File: src/rtl/gf256_serial_mult_if.sv
// gf256_serial_mult_if
// Operand and product handshake bundle for the serial GF(2^8) multiplier.
//   in_valid  / in_ready  : operand handshake (a = multiplicand, b = multiplier)
//   out_valid / out_ready : product handshake (p = a*b in GF(2^8))
//   busy                  : multiplier is iterating
// master: the side that supplies operands and consumes products.
// slave : the multiplier itself.
interface gf256_serial_mult_if;
    logic       in_valid;
    logic       in_ready;
    logic [7:0] a;
    logic [7:0] b;
    logic       out_valid;
    logic       out_ready;
    logic [7:0] p;
    logic       busy;

    modport master (
        output in_valid, a, b, out_ready,
        input  in_ready, out_valid, p, busy
    );

    modport slave (
        input  in_valid, a, b, out_ready,
        output in_ready, out_valid, p, busy
    );
endinterface

File: src/rtl/gf256_serial_mult.sv
// gf256_serial_mult
// Sequential GF(2^8) multiplier over x^8+x^4+x^3+x+1 (0x11B) using
// shift-and-add: each clock conditionally accumulates the multiplicand,
// then multiplies it by x (xtime) and shifts the multiplier right.
// Ports:
//   clk  : rising-edge clock
//   rst  : asynchronous active-high reset
//   bus  : slave side of gf256_serial_mult_if (in_valid/in_ready/a/b,
//          out_valid/out_ready/p, busy)
// Parameter:
//   EARLY_EXIT : 0 = always 8 iterations, 1 = stop once the remaining
//                multiplier bits are all zero (minimum one iteration).
module gf256_serial_mult #(
    parameter int EARLY_EXIT = 0
) (
    input logic               clk,
    input logic               rst,
    gf256_serial_mult_if.slave bus
);

    typedef enum logic [1:0] {
        IDLE = 2'd0,
        CALC = 2'd1,
        DONE = 2'd2
    } state_t;

    state_t     state;
    logic [7:0] a_reg;
    logic [7:0] b_reg;
    logic [7:0] acc;
    logic [7:0] p_reg;
    logic [2:0] cnt;
    logic       in_ready_reg;
    logic       out_valid_reg;
    logic       busy_reg;

    logic [7:0] acc_next;
    logic [7:0] a_xtime;
    logic [7:0] b_shift;
    logic       last_iter;

    // One shift-and-add step: add the current multiple of a when the low
    // multiplier bit is set, then advance a to a*x with the 0x1B reduction.
    assign acc_next  = acc ^ (b_reg[0] ? a_reg : 8'h00);
    assign a_xtime   = {a_reg[6:0], 1'b0} ^ (a_reg[7] ? 8'h1B : 8'h00);
    assign b_shift   = {1'b0, b_reg[7:1]};

    // The eighth iteration always ends the run; with early exit the run
    // also ends once no multiplier bits remain to be consumed.
    assign last_iter = (cnt == 3'd7) || ((EARLY_EXIT != 0) && (b_shift == 8'h00));

    // Control FSM and datapath share one register block so every output
    // changes in step with the state it is decoded from.
    always_ff @(posedge clk or posedge rst) begin
        if (rst) begin
            state         <= IDLE;
            a_reg         <= 8'h00;
            b_reg         <= 8'h00;
            acc           <= 8'h00;
            cnt           <= 3'd0;
            p_reg         <= 8'h00;
            in_ready_reg  <= 1'b1;
            out_valid_reg <= 1'b0;
            busy_reg      <= 1'b0;
        end else begin
            case (state)
                IDLE: begin
                    if (bus.in_valid) begin
                        a_reg        <= bus.a;
                        b_reg        <= bus.b;
                        acc          <= 8'h00;
                        cnt          <= 3'd0;
                        state        <= CALC;
                        in_ready_reg <= 1'b0;
                        busy_reg     <= 1'b1;
                    end
                end
                CALC: begin
                    acc   <= acc_next;
                    a_reg <= a_xtime;
                    b_reg <= b_shift;
                    cnt   <= cnt + 3'd1;
                    if (last_iter) begin
                        p_reg         <= acc_next;
                        state         <= DONE;
                        busy_reg      <= 1'b0;
                        out_valid_reg <= 1'b1;
                    end
                end
                DONE: begin
                    // No new operands are taken on the draining edge.
                    if (bus.out_ready) begin
                        state         <= IDLE;
                        out_valid_reg <= 1'b0;
                        in_ready_reg  <= 1'b1;
                    end
                end
                default: begin
                    state         <= IDLE;
                    in_ready_reg  <= 1'b1;
                    out_valid_reg <= 1'b0;
                    busy_reg      <= 1'b0;
                end
            endcase
        end
    end

    assign bus.in_ready  = in_ready_reg;
    assign bus.out_valid = out_valid_reg;
    assign bus.busy      = busy_reg;
    assign bus.p         = p_reg;

endmodule

File: src/flat_wrapper.sv
// flat-port wrapper written by rule: the top's interface ports become plain ports
module gf256_serial_mult_flat 
#(
    parameter int EARLY_EXIT = 0
)
  (clk, rst, bus_in_valid, bus_a, bus_b, bus_out_ready, bus_in_ready, bus_out_valid, bus_p, bus_busy);
  gf256_serial_mult_if bus_i ();
  input logic clk;
  input logic rst;
  input wire logic [$bits(bus_i.in_valid)-1:0] bus_in_valid;
  input wire logic [$bits(bus_i.a)-1:0] bus_a;
  input wire logic [$bits(bus_i.b)-1:0] bus_b;
  input wire logic [$bits(bus_i.out_ready)-1:0] bus_out_ready;
  output wire logic [$bits(bus_i.in_ready)-1:0] bus_in_ready;
  output wire logic [$bits(bus_i.out_valid)-1:0] bus_out_valid;
  output wire logic [$bits(bus_i.p)-1:0] bus_p;
  output wire logic [$bits(bus_i.busy)-1:0] bus_busy;
  assign bus_i.in_valid = bus_in_valid;
  assign bus_i.a = bus_a;
  assign bus_i.b = bus_b;
  assign bus_i.out_ready = bus_out_ready;
  assign bus_in_ready = bus_i.in_ready;
  assign bus_out_valid = bus_i.out_valid;
  assign bus_p = bus_i.p;
  assign bus_busy = bus_i.busy;
  gf256_serial_mult #(.EARLY_EXIT(EARLY_EXIT)) u_core (.clk(clk), .rst(rst), .bus(bus_i));
endmodule
File: config.mk
export PLATFORM = sky130hd
export DESIGN_NAME = gf256_serial_mult_flat
export DESIGN_NICKNAME = d
export VERILOG_FILES = /design/src/rtl/gf256_serial_mult_if.sv /design/src/rtl/gf256_serial_mult.sv /design/src/flat_wrapper.sv
export SDC_FILE = /design/constraint.sdc
export NUM_CORES = 1
export LEC_CHECK = 0
export BUFFER_PORTS_ARGS = -buffer_cell sky130_fd_sc_hd__clkbuf_2
export CORE_ASPECT_RATIO = 0.5
export CORE_MARGIN = 3
export CORE_UTILIZATION = 40
export CTS_BUF_LIST = sky130_fd_sc_hd__clkbuf_8
export DETAILED_ROUTE_END_ITERATION = 7
export PLACE_DENSITY_LB_ADDON = 0.08
export RECOVER_POWER = 100
export SLEW_MARGIN = 20
export SYNTH_ARGS = -nofsm -noshare
export SYNTH_HDL_FRONTEND = slang
export SYNTH_SLANG_ARGS = --single-unit
File: constraint.sdc
create_clock -name clk -period 3.7 [get_ports clk]
set_input_delay 0.555 -clock clk [delete_from_list [all_inputs] [get_ports clk]]
set_output_delay 0.555 -clock clk [all_outputs]
set_load 0.01 [all_outputs]
== Word-level counts from Yosys, hierarchy flattened ==
Index checks and enable logic that the tools add are counted.
W data, S select, Z words.
Cells by class
  add/sub/neg operators: 1
  multiply operators: 0
  divide/modulo/power cells: 0
  order comparisons: 0
  equality and inequality tests: 6
  shift operators: 0
  muxes and demuxes: 23
  bitwise gates (word level): 5
  reductions and logical operators: 8
Operators by type and width (number)
  $pmux W8 S2: 3
  $mux W8: 4
  $xor A8 B8 Y8: 2
  $reduce_and A3 Y1: 4
  $pmux W1 S3: 3
  $mux W1: 6
  $mux W2: 3
  $pmux W2 S3: 1
  $pmux W3 S2: 1
  $mux W5: 1
  $ne A2 B2 Y1 const B: 2
  $reduce_and A2 Y1: 2
  $add A3 B1 Y3 const B: 1
  $eq A3 B3 Y1 const B: 1
  $mux W3: 1
  $not A1 Y1: 3
  $eq A2 B1 Y1 const B: 1
  $eq A2 B2 Y1 const B: 1
  $logic_not A2 Y1: 1
  $ne A2 B1 Y1 const B: 1
  $reduce_bool A2 Y1: 1
Storage, ports and cells
  bits in registers: 40
  latch bits: 0
  memory bits (writable): 0
  ROM bits: 0
  input bits: 20
  output and inout bits: 11
  logic and storage cells: 52
  memories kept: 0

== Longest topological paths before layout ==
Gate-level depths: netlist of the first run.
  depth in word-level cells: 3
  gate-level depth with buffers: 6
  gate-level depth less buffers: 5

== Worst setup path after synthesis of the first run ==
No wires, ideal clock.
  kind: register to register
  from: register u_core.cnt[0]
  to: register u_core.p_reg[0], in the netlist u_core.bus.p[0]
  library setup time: 0.083 ns
  data arrival time: 1.181 ns
  data required time: 3.617 ns
  path slack: 2.437 ns
  cell stages (with the launch flop): 7
  buffers on the path: 1
  clock period less this slack: 1.263 ns
  cell sequence: dfrtp_1 -> ha_1 -> ha_1 -> nand3b_4 -> buf_2 -> nand2_1 -> o21ai_0
Between the ends
  cells in the longest elaborated chain, start to end: 2
RTL lines
  start: declaration: line gf256_serial_mult.sv:32  | logic [2:0] cnt;
  start signal: assignment: line gf256_serial_mult.sv:82  | cnt <= cnt + 3'd1;
  $eq A3 B3 Y1: line gf256_serial_mult.sv:50  | assign last_iter = (cnt == 3'd7) || ((EARLY_EXIT != 0) && (b_shift == 8'h00));
  $reduce_and A2 Y1 (no source line)
  end signal: assignment: line gf256_serial_mult.sv:84  | p_reg <= acc_next;
  end: declaration: line gf256_serial_mult.sv:31  | logic [7:0] p_reg;
No other way between the ends.
A chain may end at the register's enable or synchronous reset.

==> reports/results.ini, run 1 <==
[status]
status=finished, violations left
violations=capacitance limit, slew limit

[worst_setup_path]
reg2reg_slack_ns=1.64
critPathMaxFanout=40
cp.required_ns=3.66
startpoint_type=input port
critPathArrivalTime_ns=2.24
end_kind=asynchronous set/reset pin
reg2reg_to=u_core.a_reg[3]
worstReg2RegStart=u_core.state[0]
worst-setup-path-type=input port to asynchronous set/reset pin
r2r_cells=2

[final_layout]
drive_gt1_share_pct=11.95
seq_area_sq_mm=0.001002
nNetsFinal=247
areaGrowthSynthToFinish_pct=10.23
final_design_area_no_fill_sq_mm=0.002197
antenna_cells=0
multi_input_area_sq_um=873.3
nFillCells=455

[timing]
period_minus_slack_ns=2.272
hold_viol=0
worstMarginPinSlew_ns=2.164
drv_slew=41
fmax_ghz=0.4401
finalSetupTns_ns=0
fin_skew_ns=0.002931
finalHoldWorstSlack_ns=0.4770
rsz0062_at_grt=false
slew_headroom_pct=-44.25
finalSetupViolCount=0
min_period_over_period_pct=61.42

[global_routing]
grt_use_total_pct=14.15
grt_pass1_vias=1449
gr-total-overflow=0
grt_max_degree=41
grt_pass1_wl_mm=6.796
antenna_found_initial=0

[worst_hold_path]
min_path_type=flop to flop
hold-path-endpoint=u_core.bus.p[6]
min_path_cells=2
hold_start=u_core.bus.p[6]

[floorplanning]
core_sq_mm=0.004594
die_area_sq_mm=0.005917
start_util_pct=43.38
io_pins=31
fp.dieH_microns=55.92
std_cell_rows=17
die_w_microns=105.8

[clocking]
holdBufCountCts=0
post_cts_buffers=0
cts_buffers=5
root_buffer=clkbuf_8
htree_num_levels=2
post_cts_resized=0
cts_tree=built
path_clk_slew_ns=0.08
cts_buffer_depth=2
clkSinkCount=40
worstSkewPairLatency_ns=0.28

[routing]
drt-pass1-iter-count=4
via_count=1446
drc=0
ant_nets=0
routed_wirelength_mm=3.873
routed_via_density=4.952
drt-initial-drc-count=36
wire_per_inst_microns=13.26

[synth]
synth_area_per_cell_sq_um=9.916
yosys_warnings=0
yosysTopAreaCell=dfrtp_1
synthArstFlopShare_pct=100.0
netlist_top_cells_count=dfrtp_1 (39), nand2_1 (27), o21ai_0 (23)
synth-adder-area-share_pct=1.255
synthXorXnorAreaFrac_pct=4.834
yosysTopAreaCellShare_pct=48.96
synth.area.mux_share_pct=5.524
synth_cell_types=26
synthCells=201
ys.flop_type=dfrtp_1
synth_top_family_by_area=compound AO/OA/AOI/OAI gates
synth_seq_area_share_pct=50.28
synth_area_sq_mm=0.001993
netlist_top_cells_area=dfrtp_1 (49%), o21ai_0 (5.8%), mux2i_1 (5.5%)
synth_compound_area_share_pct=18.46
synth_simple_gate_area_share_pct=14.69
synth-edff-count=0
yosysMostFrequentCell=dfrtp_1
syn-num-nets=223
ys_ff_latch=40

[placed_design]
postPlaceCellArea_sq_mm=0.002142
gp_congestion=0.7561
port_buffers=30
dp_hpwl_mm=2.521

[flow_run]
maxCapViolations=1

[power_and_ir_drop]
power.leakage_nw=1.012
power_density_mw_per_mm2=775.1
ir_drop_mv=0.2230

worst max path at each step:
stage | from | endpoint | slack (ns)
after floorplan | rst | u_core.a_reg[0] | 2.23
after global placement | u_core.state[0] | u_core.a_reg[4] | 1.69
after detailed placement | u_core.state[0] | u_core.a_reg[4] | 1.65
after CTS | u_core.state[0] | u_core.a_reg[4] | 1.64
after global routing | rst | u_core.b_reg[3] | 0.97
final | rst | u_core.b_reg[7] | 1.43
where the power goes:
| group | switching [mW] | total, mW | leakage (nW) | internal [mW] |
|---|---|---|---|---|
| registers | 0.198 | 0.821 | 0.506 | 0.623 |
| clock network | 0.146 | 0.293 | 0.0538 | 0.147 |
| logic | 0.309 | 0.589 | 0.452 | 0.280 |
| total | 0.653 | 1.70 | 1.01 | 1.05 |
per-stage QoR:
step	utilization, %	setup WS, ns	total power [mW]	std cells
6_report	47.82	1.428	1.703	292
5_1_grt	47.82	0.9731	1.863	292
3_3_place_gp	46.62	1.687	1.440	284
3_5_place_dp	46.62	1.646	1.462	284
2_1_floorplan	-	2.229	1.325	201
4_1_cts	48.58	1.642	1.760	292
placed cells by master (no fill, tap or decap), types with 7 or more instances in the layout:
cell | netlist | routed
a21oi_1 | 20 | 20
a22oi_1 | 12 | 12
clkbuf_1 | 1 | 11
clkbuf_2 | 0 | 20
dfrtp_1 | 39 | 39
mux2i_1 | 11 | 11
nand2_1 | 27 | 27
nand3_1 | 7 | 7
nor2b_1 | 11 | 11
o21ai_0 | 23 | 28
xor2_1 | 11 | 11
kinds of logic after synthesis:
group / count (synthesis)
AO/OA/AOI/OAI: 64
AND/OR/NAND/NOR: 57
flip-flops: 40
buffers and inverters: 16
XOR/XNOR: 11
multiplexers: 11
adder cells (fa/ha/maj): 2
routing by layer:
layer	global-route usage (%)	routed length, microns
met1	19.47	2010
met2	22.37	1698
met3	4.171	151
met4	2.768	12
met5	0	0
critical path: stages:
cell	delay (ns)
clkbuf_2	0.08
inv_1	0.04
clkbuf_1	1.54
area by class of cell:
| cell class | instances | share of cell area [%] |
|---|---|---|
| sequential | 40 | 45.61 |
| tap | 66 | 3.759 |
| inverter | 2 | 0.3417 |
| multi-input combinational | 145 | 39.75 |
| timing repair buffer | 31 | 6.435 |
| clock buffer | 6 | 3.759 |
| clock inverter | 2 | 0.3417 |
(Power assumes the default switching activity.)
==> run 2: changes to the inputs <==
==> constraint.sdc (replaced) <==
create_clock -name clk -period 1.82 [get_ports clk]
set_input_delay 0.273 -clock clk [delete_from_list [all_inputs] [get_ports clk]]
set_output_delay 0.273 -clock clk [all_outputs]
set_load 0.01 [all_outputs]
==> run 2 against run 1 <==
- the run now ends clean
- power grew 110%
- register-to-register slack lost 1.4 ns
- critical path depth grew 1
- sequential cell count is the same
- final cell count grew 2.1%
- via count grew 5.3%
- critical path type is now flop to flop
==> reports/results.ini, run 2 (synthesis gave the netlist of run 1 again) <==
[final_layout]
finish.utilization_pct=48.86  ; +1.0 points
final_cell_mix=dfrtp_1 (39), o21ai_0 (28), nand2_1 (27), clkbuf_2 (22), a21oi_1 (20)
antenna_cells=0  ; unchanged
nFillCells=473  ; +4.0%
nNetsFinal=254  ; +2.8%
final_common_cell=dfrtp_1
areaGrowthSynthToFinish_pct=12.62
drive_gt1_share_pct=16.38  ; +4.4 points

[worst_hold_path]
min_path_cells=4  ; +2
min_path_type=input port to flop
hold_start=bus_out_ready
hold-path-endpoint=u_core.state[1]

[timing]
hold_viol=0  ; unchanged
fin_skew_ns=0.008570  ; +0.005639 ns
finalSetupViolCount=0  ; unchanged
slew_headroom_pct=30.89  ; +75 points
rsz0062_at_grt=false
worstMarginPinSlew_ns=1.037  ; -1.127 ns
finalSetupTns_ns=0  ; unchanged
drv_slew=0  ; -100%
finalHoldWorstSlack_ns=0.2512  ; -0.2259 ns
period_minus_slack_ns=1.567
fmax_ghz=0.6381
min_period_over_period_pct=86.11

[floorplanning]
die_w_microns=105.8  ; unchanged
io_pins=31  ; unchanged
core_sq_mm=0.004594  ; unchanged
die_area_sq_mm=0.005917  ; unchanged
start_util_pct=43.38  ; unchanged
std_cell_rows=17  ; unchanged
fp.dieH_microns=55.92  ; unchanged

[worst_setup_path]
r2r_cells=4  ; +2
worstReg2RegStart=u_core.state[1]
reg2reg_slack_ns=0.25  ; -1.39 ns
reg2reg_to=u_core.a_reg[2]
crit_chain=buf_4 -> and2b_2 -> a21oi_1 -> o21ai_0
critPathMaxFanout=15  ; -63%
crit_path_max_incr_delay_ns=0.56  ; -0.98 ns
critPathArrivalTime_ns=1.73  ; -0.51 ns
worst-path-buf-inv=1  ; -2
startpoint_type=flop
crit_family=flip-flops
worst-setup-path-type=flop to flop
critical-path-slowest-cell=dfrtp_1
cp.required_ns=1.99  ; -1.67 ns
end_kind=flop

[clocking]
post_cts_resized=0  ; unchanged
path_clk_slew_ns=0.08  ; about the same
cts_buffer_depth=2  ; unchanged
root_buffer=clkbuf_8
htree_num_levels=2  ; unchanged
cts_tree=built
post_cts_buffers=0  ; unchanged
worstSkewPairLatency_ns=0.29  ; about the same
clkSinkCount=40  ; unchanged
holdBufCountCts=0  ; unchanged
cts_buffers=5  ; unchanged

[global_routing]
grt_max_degree=41  ; unchanged
antenna_found_initial=0  ; unchanged
grt_use_total_pct=15.42  ; +1.3 points
grt_pass1_wl_mm=7.258  ; +6.8%
gr-total-overflow=0  ; unchanged
grt_pass1_vias=1506  ; +3.9%

[power_and_ir_drop]
internal-power_mw=2.165  ; +110%
power_density_mw_per_mm2=1586  ; +100%
p_clk_share_pct=16.0  ; -1.2 points
ir_drop_mv=0.5414  ; +140%
p_switching_mw=1.396  ; +110%
comb_power_share_pct=38.2  ; +3.6 points
sw_frac_of_total_pct=39.20  ; +0.84 points
power.leakage_nw=1.036  ; +2.4%
seqPwrFrac_pct=45.8  ; -2.4 points
power.total_mw=3.561  ; +110%

[routing]
drt-pass1-iter-count=4  ; unchanged
routed_via_density=5.111  ; +3.2%
drc=0  ; unchanged
routed_wirelength_mm=4.199  ; +8.4%
wire_per_inst_microns=14.09  ; +6.2%
ant_nets=0  ; unchanged
drt-initial-drc-count=70  ; +94%
via_count=1523  ; +5.3%

[flow_run]
maxCapViolations=0  ; -1

[status]
status=finished clean

[placed_design]
gp_congestion=0.7296  ; -3.5%
port_buffers=30  ; unchanged
dp_hpwl_mm=2.739  ; +8.6%

run 2: changes by cell type in the layout (fill, tap and decap cells not counted):
cell | before | now
and2b_1 | 3 | 2
and2b_2 | 0 | 1
buf_4 | 0 | 5
clkbuf_2 | 20 | 22
clkbuf_8 | 6 | 5
clkinv_2 | 0 | 1
clkinvlp_4 | 0 | 1
inv_1 | 4 | 2
nand3b_1 | 1 | 0
nand3b_2 | 0 | 1
o21bai_1 | 1 | 0
o21bai_2 | 0 | 1
run 2: how the worst max path moves through the flow:
| stage | startpoint | to | cells past startpoint |
|---|---|---|---|
| finish | u_core.state[1] | u_core.a_reg[2] | 4 |
| global route | u_core.state[1] | u_core.bus.p[0] | 4 |
| CTS | u_core.state[1] | u_core.acc[6] | 4 |
| detailed placement | u_core.state[1] | u_core.acc[6] | 4 |
| global placement | u_core.state[1] | u_core.b_reg[5] | 4 |
| floorplan | u_core.cnt[0] | u_core.bus.p[0] | 6 |
run 2: final cells by class:
cell class	count	area (sq um)	area share, %
clock buffer	5	68.82	3.066
inverter	2	7.507	0.3344
multi-input combinational	145	882.1	39.30
clock inverter	2	12.51	0.5574
timing repair buffer	38	188.9	8.417
tap	66	82.58	3.679
sequential	40	1002	44.65
run 2: power groups by stage:
stage | logic (mW) | clock network [mW] | registers [mW]
2_1_floorplan | 1.13 | 0 | 1.56
3_5_place_dp | 1.45 | 0 | 1.65
5_1_grt | 1.56 | 0.632 | 1.70
3_3_place_gp | 1.40 | 0 | 1.64
4_1_cts | 1.44 | 0.598 | 1.64
6_report | 1.36 | 0.569 | 1.63
run 2: layer usage:
layer	vias to the layer above	routed length [microns]	GRT usage, %
li1	754	-	-
met4	0	36	3.875
met5	-	0	0
met2	29	1831	23.91
met3	6	179	4.635
met1	734	2152	21.18
run 2: per-stage QoR:
stage	instances	worst slack (ns)	instance area [sq um]
2_1_floorplan	201	0.5565	1993
3_3_place_gp	291	0.3975	2195
3_5_place_dp	291	0.3407	2195
4_1_cts	298	0.3221	2276
5_1_grt	298	0.09881	2245
6_report	298	0.2529	2245
run 2: worst min-delay path, delay by kind of cell:
kind	cells	cell delay [ns]
and+or+nand+nor	3	0.13
buffers and inverters	1	0.10
==> run 3: changes to the inputs <==
--- a/config.mk
+++ b/config.mk
@@ -5,14 +5,12 @@
 export SDC_FILE = /design/constraint.sdc
 export NUM_CORES = 1
 export LEC_CHECK = 0
-export BUFFER_PORTS_ARGS = -buffer_cell sky130_fd_sc_hd__clkbuf_2
+export BUFFER_PORTS_ARGS = -buffer_cell sky130_fd_sc_hd__buf_2
 export CORE_ASPECT_RATIO = 0.5
-export CORE_MARGIN = 3
 export CORE_UTILIZATION = 40
 export CTS_BUF_LIST = sky130_fd_sc_hd__clkbuf_8
 export DETAILED_ROUTE_END_ITERATION = 7
 export PLACE_DENSITY_LB_ADDON = 0.08
-export RECOVER_POWER = 100
 export SLEW_MARGIN = 20
 export SYNTH_ARGS = -nofsm -noshare
 export SYNTH_HDL_FRONTEND = slang
==> run 3 against run 2 <==
- sequential cell count unchanged
- critical path type unchanged
- wire length shrank 5.8%
- clock power up 6.5%
- utilization up 0.54 points
- combinational power hardly changed
- power up 1.5%
- maximum frequency is 4.6% higher
- via count fell by 2.2%
- critical endpoint is now u_core.a_reg[3]
- non-clock buffer count fell by 4
- final area rose by 1.1%
==> reports/results.ini, run 3 (synthesis gave the netlist of run 1 again) <==
[power_and_ir_drop]
power.total_mw=3.613  ; +1.5%
ir_drop_mv=0.5660  ; +4.5%
internal-power_mw=2.242  ; +3.6%
power_density_mw_per_mm2=1592  ; +0.34%
seqPwrFrac_pct=45.0  ; -0.8 points
p_switching_mw=1.370  ; -1.8%
comb_power_share_pct=38.2  ; about the same
power.leakage_nw=1.077  ; +4.0%
sw_frac_of_total_pct=37.93  ; -1.3 points
p_clk_share_pct=16.8  ; +0.8 points

[placed_design]
detailedPlace.worstSlack_ns=0.3320  ; -0.008705 ns
dp_hpwl_mm=2.580  ; -5.8%
port_buffers=30  ; unchanged
postPlaceCellArea_sq_mm=0.002177  ; -0.80%
gp_congestion=0.7982  ; +9.4%

[floorplanning]
io_pins=31  ; unchanged
core_sq_mm=0.004594  ; unchanged
die_w_microns=101.8  ; -3.8%
die_area_sq_mm=0.005287  ; -11%
fp.dieH_microns=51.92  ; -7.2%
start_util_pct=43.38  ; unchanged
std_cell_rows=17  ; unchanged

[timing]
slew_headroom_pct=54.57  ; +24 points
fmax_ghz=0.6672  ; +4.6%
finalSetupTns_ns=0  ; unchanged
min_period_over_period_pct=82.35  ; -3.8 points
layout_setup_ws_ns=0.3212  ; +0.06833 ns
drv_slew=0  ; unchanged
hold_viol=0  ; unchanged
period_minus_slack_ns=1.499  ; -0.06833 ns
worstMarginPinSlew_ns=0.6810  ; -0.3556 ns
finalSetupViolCount=0  ; unchanged
fin_skew_ns=0.005863  ; -0.002707 ns
rsz0062_at_grt=false

[worst_setup_path]
worstReg2RegStart=u_core.state[1]
critPathMaxFanout=25  ; +10
end_kind=flop
crit_chain=nor2b_4 -> buf_12 -> mux2i_1 -> o21ai_1
crit_path_max_incr_delay_ns=0.57  ; about the same
reg2reg_slack_ns=0.32  ; +0.07 ns
worst-path-buf-inv=1  ; unchanged
reg2reg_to=u_core.a_reg[3]
crit_family=flip-flops
critical-path-slowest-cell=dfrtp_1
worst-setup-path-type=flop to flop
r2r_cells=4  ; unchanged
cp.required_ns=1.97  ; -0.02 ns
critPathArrivalTime_ns=1.65  ; -0.08 ns
startpoint_type=flop

[final_layout]
nNetsFinal=250  ; -1.6%
final_design_area_no_fill_sq_mm=0.002270  ; +1.1%
final_cell_mix=dfrtp_1 (39), buf_2 (30), nand2_1 (27), o21ai_0 (23), a21oi_1 (20)
antenna_cells=0  ; unchanged
final_common_cell=dfrtp_1
areaGrowthSynthToFinish_pct=13.87
drive_gt1_share_pct=20.52  ; +4.1 points

[clocking]
holdBufCountCts=0  ; unchanged
post_cts_resized=0  ; unchanged
cts_buffers=5  ; unchanged
cts_buffer_depth=2  ; unchanged
worstSkewPairLatency_ns=0.29  ; about the same
htree_num_levels=2  ; unchanged
clkSinkCount=40  ; unchanged
path_clk_slew_ns=0.08  ; about the same
root_buffer=clkbuf_8
post_cts_buffers=0  ; unchanged
cts_tree=built

[global_routing]
grt_use_total_pct=17.12  ; +1.7 points
grt_pass1_wl_mm=6.775  ; -6.7%
gr-total-overflow=0  ; unchanged
antenna_found_initial=0  ; unchanged
grt_max_degree=41  ; unchanged
grt_pass1_vias=1438  ; -4.5%

[routing]
routed_wirelength_mm=3.955  ; -5.8%
ant_nets=0  ; unchanged
drc=0  ; unchanged
drt-pass1-iter-count=4  ; unchanged
via_count=1490  ; -2.2%
wire_per_inst_microns=13.41  ; -4.9%
routed_via_density=5.051  ; -1.2%
drt-initial-drc-count=66  ; -5.7%

[worst_hold_path]
min_path_type=input port to asynchronous set/reset pin

[status]
status=finished clean

[flow_run]
maxCapViolations=0  ; unchanged

run 3: layer usage:
metal | wire length, microns | GRT usage (%) | vias up
li1 | - | - | 745
met1 | 2040 | 23.22 | 713
met2 | 1742 | 26.80 | 30
met3 | 165 | 4.973 | 2
met4 | 8 | 4.762 | 0
met5 | 0 | 0 | -
run 3: area by class of cell:
| type | instances | area [sq um] |
|---|---|---|
| clock buffer | 6 | 82.58 |
| clock inverter | 2 | 10.01 |
| fill | 446 | 2325 |
| inverter | 2 | 7.507 |
| multi-input combinational | 145 | 892.1 |
| sequential | 40 | 1002 |
| tap | 66 | 82.58 |
| timing repair buffer | 34 | 192.7 |
run 3: through the flow:
| step | cells | hold WS, ns | util (%) |
|---|---|---|---|
| 2_1_floorplan | 201 | 0.4255 | - |
| 3_3_place_gp | 287 | 0.4291 | 47.39 |
| 3_5_place_dp | 287 | 0.4299 | 47.39 |
| 4_1_cts | 295 | 0.1143 | 49.40 |
| 5_1_grt | 295 | 0.1449 | 49.40 |
| 6_report | 295 | 0.1022 | 49.40 |
run 3: power by group through the flow:
stage | Clock [mW] | Sequential [mW] | Combinational [mW]
after CTS | 0.631 | 1.63 | 1.41
final | 0.606 | 1.63 | 1.38
after detailed placement | 0 | 1.64 | 1.40
after global routing | 0.677 | 1.69 | 1.61
after global placement | 0 | 1.63 | 1.37
after floorplan | 0 | 1.56 | 1.13
run 3: worst max-delay path by stage:
stage	start	slack (ns)	cells past startpoint	endpoint
floorplan	u_core.cnt[0]	0.56	6	u_core.bus.p[0]
global placement	u_core.state[1]	0.40	4	u_core.a_reg[4]
detailed placement	u_core.state[1]	0.33	4	u_core.a_reg[4]
CTS	u_core.state[1]	0.33	4	u_core.a_reg[4]
global route	u_core.state[1]	0.18	4	u_core.a_reg[4]
finish	u_core.state[1]	0.32	4	u_core.a_reg[3]
run 3: worst reg2reg max path, cell delays in order (launching register included):
cell     delay, ns
dfrtp_1       0.57
nor2b_4       0.30
buf_12        0.20
mux2i_1       0.21
o21ai_1       0.07
